### src/rtl/uart_rx.sv
// -----------------------------------------------------------------------------
// uart_rx: serial UART receiver, 1 start / DATA_BITS data (LSB first) / 1 stop.
//
// The RX line is synchronised through two flops. A start bit is confirmed at
// its centre, each data bit is sampled at its centre, and the stop bit is
// checked before the byte is released.
//
// Optional build macro UART_RX_PARITY_EN: inserts an even-parity bit between
// the data bits and the stop bit. A parity mismatch ends the frame with
// frame_err instead of valid.
//
// Ports:
//   clk        system clock, rising edge
//   reset      asynchronous reset, active low
//   RX         serial input, idle high, asynchronous to clk
//   data       last correctly received byte
//   valid      one-cycle pulse when data is updated
//   frame_err  one-cycle pulse on a bad stop bit (or bad parity)
//   busy       high while a frame is in progress (state other than IDLE)
// -----------------------------------------------------------------------------
module uart_rx #(
    parameter int CLKS_PER_BIT = 16,  // even, >= 4
    parameter int DATA_BITS    = 8    // 5..8
) (
    input  logic                 clk,
    input  logic                 reset,
    input  logic                 RX,
    output logic [DATA_BITS-1:0] data,
    output logic                 valid,
    output logic                 frame_err,
    output logic                 busy
);

    localparam int HALF  = CLKS_PER_BIT / 2;
    localparam int CNT_W = $clog2(CLKS_PER_BIT);
    localparam int IDX_W = $clog2(DATA_BITS);

    localparam logic [CNT_W-1:0] CNT_HALF = CNT_W'(HALF - 1);
    localparam logic [CNT_W-1:0] CNT_LAST = CNT_W'(CLKS_PER_BIT - 1);
    localparam logic [IDX_W-1:0] IDX_LAST = IDX_W'(DATA_BITS - 1);

    typedef enum logic [2:0] {
        S_IDLE,
        S_START,
        S_DATA,
        S_PARITY,
        S_STOP,
        S_BREAK
    } state_t;

    state_t               state;
    state_t               state_next;
    logic                 sync1;
    logic                 rx_s;
    logic [CNT_W-1:0]     cnt;
    logic [IDX_W-1:0]     bit_idx;
    logic [DATA_BITS-1:0] shift_reg;
    logic                 parity_bad;
    logic                 half_tick;
    logic                 bit_tick;
    logic                 frame_ok;
    logic                 frame_bad;

    assign half_tick = (cnt == CNT_HALF);
    assign bit_tick  = (cnt == CNT_LAST);

    // Two-flop synchroniser; resets to the idle-high line level so that reset
    // release never looks like a start edge.
    // NOTE: sequential logic uses non-blocking assignments so every flop
    // samples the pre-edge value of its neighbours, as real hardware does.
    always_ff @(posedge clk or negedge reset) begin
        if (!reset) begin
            sync1 <= 1'b1;
            rx_s  <= 1'b1;
        end else begin
            sync1 <= RX;
            rx_s  <= sync1;
        end
    end

    // State register.
    always_ff @(posedge clk or negedge reset) begin
        if (!reset) state <= S_IDLE;
        else        state <= state_next;
    end

    // Next-state logic.
    // NOTE: every combinational output gets a default first, so no path can
    // leave it unassigned and infer a latch.
    always_comb begin
        state_next = state;
        unique case (state)
            S_IDLE:  if (!rx_s) state_next = S_START;
            // A start bit that is gone by its centre is a glitch.
            S_START: if (half_tick) state_next = rx_s ? S_IDLE : S_DATA;
            S_DATA: begin
                if (bit_tick && bit_idx == IDX_LAST) begin
`ifdef UART_RX_PARITY_EN
                    state_next = S_PARITY;
`else
                    state_next = S_STOP;
`endif
                end
            end
            S_PARITY: if (bit_tick) state_next = S_STOP;
            // A low stop bit may be a held-low (break) line: wait for it to
            // return high rather than decoding endless 0x00 frames.
            S_STOP:  if (bit_tick) state_next = rx_s ? S_IDLE : S_BREAK;
            S_BREAK: if (rx_s) state_next = S_IDLE;
            default: state_next = S_IDLE;
        endcase
    end

    // Output logic: frame verdict at the stop sample, plus busy.
    always_comb begin
        frame_ok  = 1'b0;
        frame_bad = 1'b0;
        busy      = (state != S_IDLE);
        if (state == S_STOP && bit_tick) begin
            if (rx_s && !parity_bad) frame_ok  = 1'b1;
            else                     frame_bad = 1'b1;
        end
    end

    // Datapath: bit timing, data capture and registered output pulses.
    always_ff @(posedge clk or negedge reset) begin
        if (!reset) begin
            cnt       <= '0;
            bit_idx   <= '0;
            shift_reg <= '0;
            data      <= '0;
            valid     <= 1'b0;
            frame_err <= 1'b0;
        end else begin
            valid     <= frame_ok;
            frame_err <= frame_bad;
            if (frame_ok) data <= shift_reg;

            // The counter restarts on every state change and after each data
            // sample; it is held at zero while waiting on the line level.
            if (state_next != state || state == S_IDLE || state == S_BREAK ||
                (state == S_DATA && bit_tick)) begin
                cnt <= '0;
            end else begin
                cnt <= cnt + 1'b1;
            end

            if (state == S_START) begin
                bit_idx <= '0;
            end else if (state == S_DATA && bit_tick) begin
                shift_reg[bit_idx] <= rx_s;
                bit_idx            <= bit_idx + 1'b1;
            end
        end
    end

`ifdef UART_RX_PARITY_EN
    // Even parity: data bits XOR parity bit must be zero.
    always_ff @(posedge clk or negedge reset) begin
        if (!reset) begin
            parity_bad <= 1'b0;
        end else if (state == S_PARITY && bit_tick) begin
            parity_bad <= (^shift_reg) ^ rx_s;
        end
    end
`else
    assign parity_bad = 1'b0;
`endif

endmodule

### config.mk
export PLATFORM = sky130hd
export DESIGN_NAME = uart_rx
export DESIGN_NICKNAME = d
export VERILOG_FILES = /design/src/rtl/uart_rx.sv
export SDC_FILE = /design/constraint.sdc
export NUM_CORES = 1
export LEC_CHECK = 0
export ABC_AREA = 1
export BUFFER_PORTS_ARGS = -buffer_cell sky130_fd_sc_hd__buf_4
export CORE_ASPECT_RATIO = 0.6
export CORE_UTILIZATION = 57
export CTS_CLUSTER_SIZE = 14
export DETAILED_ROUTE_END_ITERATION = 7
export PLACE_DENSITY = 0.77
export SLEW_MARGIN = 15
export SYNTH_ARGS = -nofsm -noshare
export SYNTH_HDL_FRONTEND = slang
export SYNTH_SLANG_ARGS = --single-unit
### constraint.sdc
create_clock -name clk -period 1.8 [get_ports clk]
set_input_delay 0.09 -clock clk [delete_from_list [all_inputs] [get_ports clk]]
set_output_delay 0.09 -clock clk [all_outputs]
set_load 0.01 [all_outputs]
Word-level counts from Yosys, hierarchy flattened. Cells that the tools add are included. Widths: inputs -> output; s select.

Add/subtract/negate cells: 2. Multipliers: 0. Div/mod/pow operators: 0. Order comparisons: 2. Eq/ne operators: 9. Shift operators: 0. Mux-type cells: 19. Bitwise logic cells: 1. Reduce and logical (&&, ||, !) cells: 11.

Operators with widths (count): $mux 3 (9); $pmux 3 s6 (1); $eq 3x3->1 const B (3); $bwmux 8 (1); $eq 3x2->1 const B (2); $mux 1 (5); $add 4x1->4 const B (1); $eq 4x3->1 const B (1); $eq 4x4->1 const B (1); $logic_and 1x1->1 (4); $lt 3x4->1 const B (1); $mux 4 (1); $add 3x1->3 const B (1); $demux 1 s3 (1); $eq 3x1->1 const B (1); $ge 3x1->1 const B (1); $logic_not 3->1 (1); $logic_or 1x1->1 (3); $ne 3x3->1 (1); $reduce_bool 3->1 (1); $mux 2 (1); $reduce_and 2->1 (1); $reduce_bool 2->1 (1); $not 1->1 (1).

Register bits after elaboration: 30. Latch bits: 0. Bits in writable memories: 0. ROM bits: 0. Input port bits: 3. Word-level logic and storage cells: 53. Memories: 0.

Longest topological paths before layout.
Word-level depth: 9. Mapped depth: 9. Depth with buffers taken out: 9.

Worst setup path before layout. OpenSTA, ideal clock, no wires.

Path kind: register to register. From: register bit_idx[0]. To: register cnt[0]. Arrival: 1.334 ns. Required time: 1.714 ns. Slack: 0.380 ns. Cell stages (with the launch flop): 8. Path through: dfrtp_1 > ha_1 > ha_1 > o211ai_1 > nand2_1 > inv_1 > nand3_1 > nor3_1.

Word-level cells in the longest chain between the ends: 9.

RTL lines: from (decl) (line 56) `logic [IDX_W-1:0] bit_idx;`; from (signal assigned) (line 152) `bit_idx <= bit_idx + 1'b1;`; $eq 3x3->1 (line 97) `if (bit_tick && bit_idx == IDX_LAST) begin`; $logic_and 1x1->1 (line 97); $mux 3 (line 97); $pmux 3 s6 (line 92) `unique case (state)`; $ne 3x3->1 (line 141) `if (state_next != state || state == S_IDLE || state == S_BREAK ||`; $logic_or 1x1->1 (3 in series) (line 141); $mux 4 (line 141); to (signal assigned) (line 145) `cnt <= cnt + 1'b1;`; to (decl) (line 55) `logic [CNT_W-1:0] cnt;`.

No other way between the ends. A chain may end at the register's enable or synchronous reset.

Worst setup path in the final report.
From: register bit_idx[0]. To: register cnt[3].

Same word-level chain as after synthesis.

==> results.sh <==
export IMPL_synth_cell_types=26
export IMPL_dr_pass1_iters=4
export IMPL_synth_compound_area_share_pct=5.84
export IMPL_top_layer="met4"
export IMPL_synth_xor_area_share_pct=1.24
export IMPL_finClkSkew_ns=0.00826
export IMPL_irDropWorstVdd_mv=0.907
export IMPL_timing_final_hold_violations=0
export IMPL_cpPeakStageDelay_ns=0.41
export IMPL_critPathKind="flip-flop to flip-flop"
export IMPL_grt_max_degree=31
export IMPL_timing_critical_path_mode_cell="ha_1"
export IMPL_io_buffers=13
export IMPL_overflow=0
export IMPL_die_area_um2=2690
export IMPL_p_leak_nw=0.865
export IMPL_die_height_um=40.6
export IMPL_drt_iter0_drc=120
export IMPL_start_util_pct=63.0
export IMPL_ant_nets=0
export IMPL_start_kind="flip-flop"
export IMPL_slew_viol_final=0
export IMPL_wirelength_mm=2.83
export IMPL_drcViolationCount=0
export IMPL_timing_hold_ws_ns=0.284
export IMPL_clock_sinks=30
export IMPL_crit_path_end_kind="flip-flop"
export IMPL_avgSynthCellArea_um2=9.06
export IMPL_final_cell_mix="35 x nand2_1, 28 x dfrtp_1, 15 x nand3_1"
export IMPL_synthCells=156
export IMPL_ys_ff_latch=30
export IMPL_ys_seq_area_share_pct=53.3
export IMPL_wl_per_cell_um=13.6
export IMPL_finalSetupViolations=0
export IMPL_critical_path_arrival_ns=1.83
export IMPL_antenna_found_initial=0
export IMPL_muxShareOfSynthArea_pct=0
export IMPL_holdCritPathClass="primary input to async pin"
export IMPL_slew_headroom_pct=75.0
export IMPL_wl_met3_um=135
export IMPL_yosys_area_share_simple_pct=31.2
export IMPL_fin_tns_setup_ns=0
export IMPL_cts_root_buf="clkbuf_8"
export IMPL_cts_tree="built"
export IMPL_final_fill_count=181
export IMPL_wl_met1_mm=1.40
export IMPL_multi_input_area_um2=588
export IMPL_power_density_nw_per_um2=1000
export IMPL_finalCriticalPeriod_ns=1.64
export IMPL_gp_congestion=0.858
export IMPL_placed_area_um2=1540
export IMPL_final_common_cell="nand2_1"
export IMPL_core_um2=2240
export IMPL_seq_area_um2=753
export IMPL_ys_warn_count=0
export IMPL_tightest_slew_ns=0.375
export IMPL_syn_area_um2=1410
export IMPL_cts_max_path_buffers=2
export IMPL_slowest_stage="dfrtp_1"
export IMPL_nets=183
export IMPL_synth_top_family_by_area="simple AND/OR/NAND/NOR gates"
export IMPL_pin_count=14
export IMPL_wl_met2_mm=1.23
export IMPL_num_rows=13
export IMPL_grt_pass1_wl_mm=4.69
export IMPL_rsz0062_at_grt="false"
export IMPL_grt_pass1_vias=996
export IMPL_synth_fa_ha_area_share_pct=2.65
export IMPL_via_count=1123
export IMPL_grt_usage_pct=25.7
export IMPL_synth_fp_nets=162
export IMPL_die_w_um=66.3
export IMPL_status="finished, final reports clean"
export IMPL_drive_gt1_share_pct=25.8
export IMPL_clkTransAtPathRegs_ns=0.07
export IMPL_cts_max_level=2
export IMPL_path_cells="ha_1 -> ha_1 -> o211ai_1 -> nand2_1 -> inv_1 -> nand3_2 -> nor3_1"
export IMPL_critPathMaxFanout=4
export IMPL_areaGrowthSynthToFinish_pct=17.5
export IMPL_cap_violations=0
export IMPL_fin_area_um2=1660
export IMPL_period_share_pct=91.0
export IMPL_dp_hpwl_mm=2.06
export IMPL_n_antenna_cell=0
export IMPL_fmax_ghz=0.611
export IMPL_viasPerCell=5.40
export IMPL_required_ns=1.99
export IMPL_numCtsBuffers=5
export IMPL_clk_latency_ns=0.28
cells in the mapped netlist:
cell / n / area, um2
buf_2: 1 / 5.00
nand3_2: 2 / 20.0
inv_4: 1 / 6.26
xnor2_1: 1 / 8.76
nand2_1: 35 / 131
inv_2: 4 / 15.0
nor2_1: 11 / 41.3
a21oi_1: 3 / 15.0
inv_1: 12 / 45.0
o21ai_1: 2 / 10.0
dfrtp_1: 28 / 701
nor2_8: 2 / 40.0
nor2_4: 1 / 11.3
o21ai_0: 7 / 35.0
xor2_1: 1 / 8.76
o211ai_1: 1 / 7.51
a21oi_2: 1 / 8.76
a31oi_1: 1 / 6.26
nor2_2: 3 / 18.8
buf_6: 1 / 11.3
nand2_2: 7 / 43.8
ha_1: 3 / 37.5
dfstp_2: 2 / 52.6
nand4_1: 3 / 18.8
nand3_1: 16 / 80.1
nor3_1: 7 / 35.0
stage by stage:
stage	power, mW	setup slack, ns	instances	util, %
final	1.67	0.162	208	74.0
after global routing	1.75	0.0362	208	74.0
after floorplan	1.02	0.380	156	-
after detailed placement	1.10	0.158	198	68.6
after global placement	1.08	0.289	198	68.6
after CTS	1.65	0.142	208	73.6
worst paths after layout:
kind,from,to,slack [ns],cells after the start
setup reg to reg,bit_idx[0]$_DFFE_PN0P_,cnt[3]$_DFF_PN0_,0.16,7
min in group clk,sync1$_DFF_PN1_,rx_s$_DFF_PN1_,0.36,0
hold reg to reg,sync1$_DFF_PN1_,rx_s$_DFF_PN1_,0.36,0
setup / recovery,bit_idx[0]$_DFFE_PN0P_,cnt[3]$_DFF_PN0_,0.16,7
max in group asynchronous,reset,sync1$_DFF_PN1_,1.20,2
hold / removal,reset,bit_idx[0]$_DFFE_PN0P_,0.28,2
per-layer routing:
layer  track usage, %  up-vias
met5                0        -
met4             12.2        0
met3             7.95        8
met2             38.5       27
met1             34.7      533
li1                 -      555
final cells by class:
| type | count | share of cell area [%] |
|---|---|---|
| clock buffers | 7 | 5.20 |
| clock inverters | 1 | 0.301 |
| multi-input cells | 107 | 35.4 |
| well taps | 30 | 2.26 |
| flip-flops and latches | 30 | 45.3 |
| repair buffers | 16 | 7.53 |
| inverters | 17 | 3.99 |
logic make-up (layout without fill, tap and decap cells):
logic type      after synthesis  in the layout
simple gates                 87             87
flops                        30             30
buf+inv                      19             41
compound gates               15             15
fa+ha+maj                     3              3
xor+xnor                      2              2
critical path, delay by kind of cell (launching register included):
family                     cells  cell delay (ns)
adders and majority gates      2             0.41
DFF                            1             0.41
and+or+nand+nor                3             0.37
AOI/OAI and AO/OA              1             0.28
buffers and inverters          1             0.08
report_power, final:
group,internal [mW],total [mW],leakage (nW),switching [mW]
combinational,0.125,0.338,0.412,0.213
clock,0.308,0.550,0.0482,0.242
sequential,0.720,0.778,0.405,0.0583
what timing repair did:
| action | 4_1_cts | 5_1_grt |
|---|---|---|
| setup buffers | 0 | 0 |
| endpoints found under the hold margin | 29 | 0 |
| endpoints found under the setup margin | 0 | 3 |
| hold buffers | 2 | 0 |
| resized for setup | 0 | 2 |
Note: power is estimated with default switching activity, not from simulation.
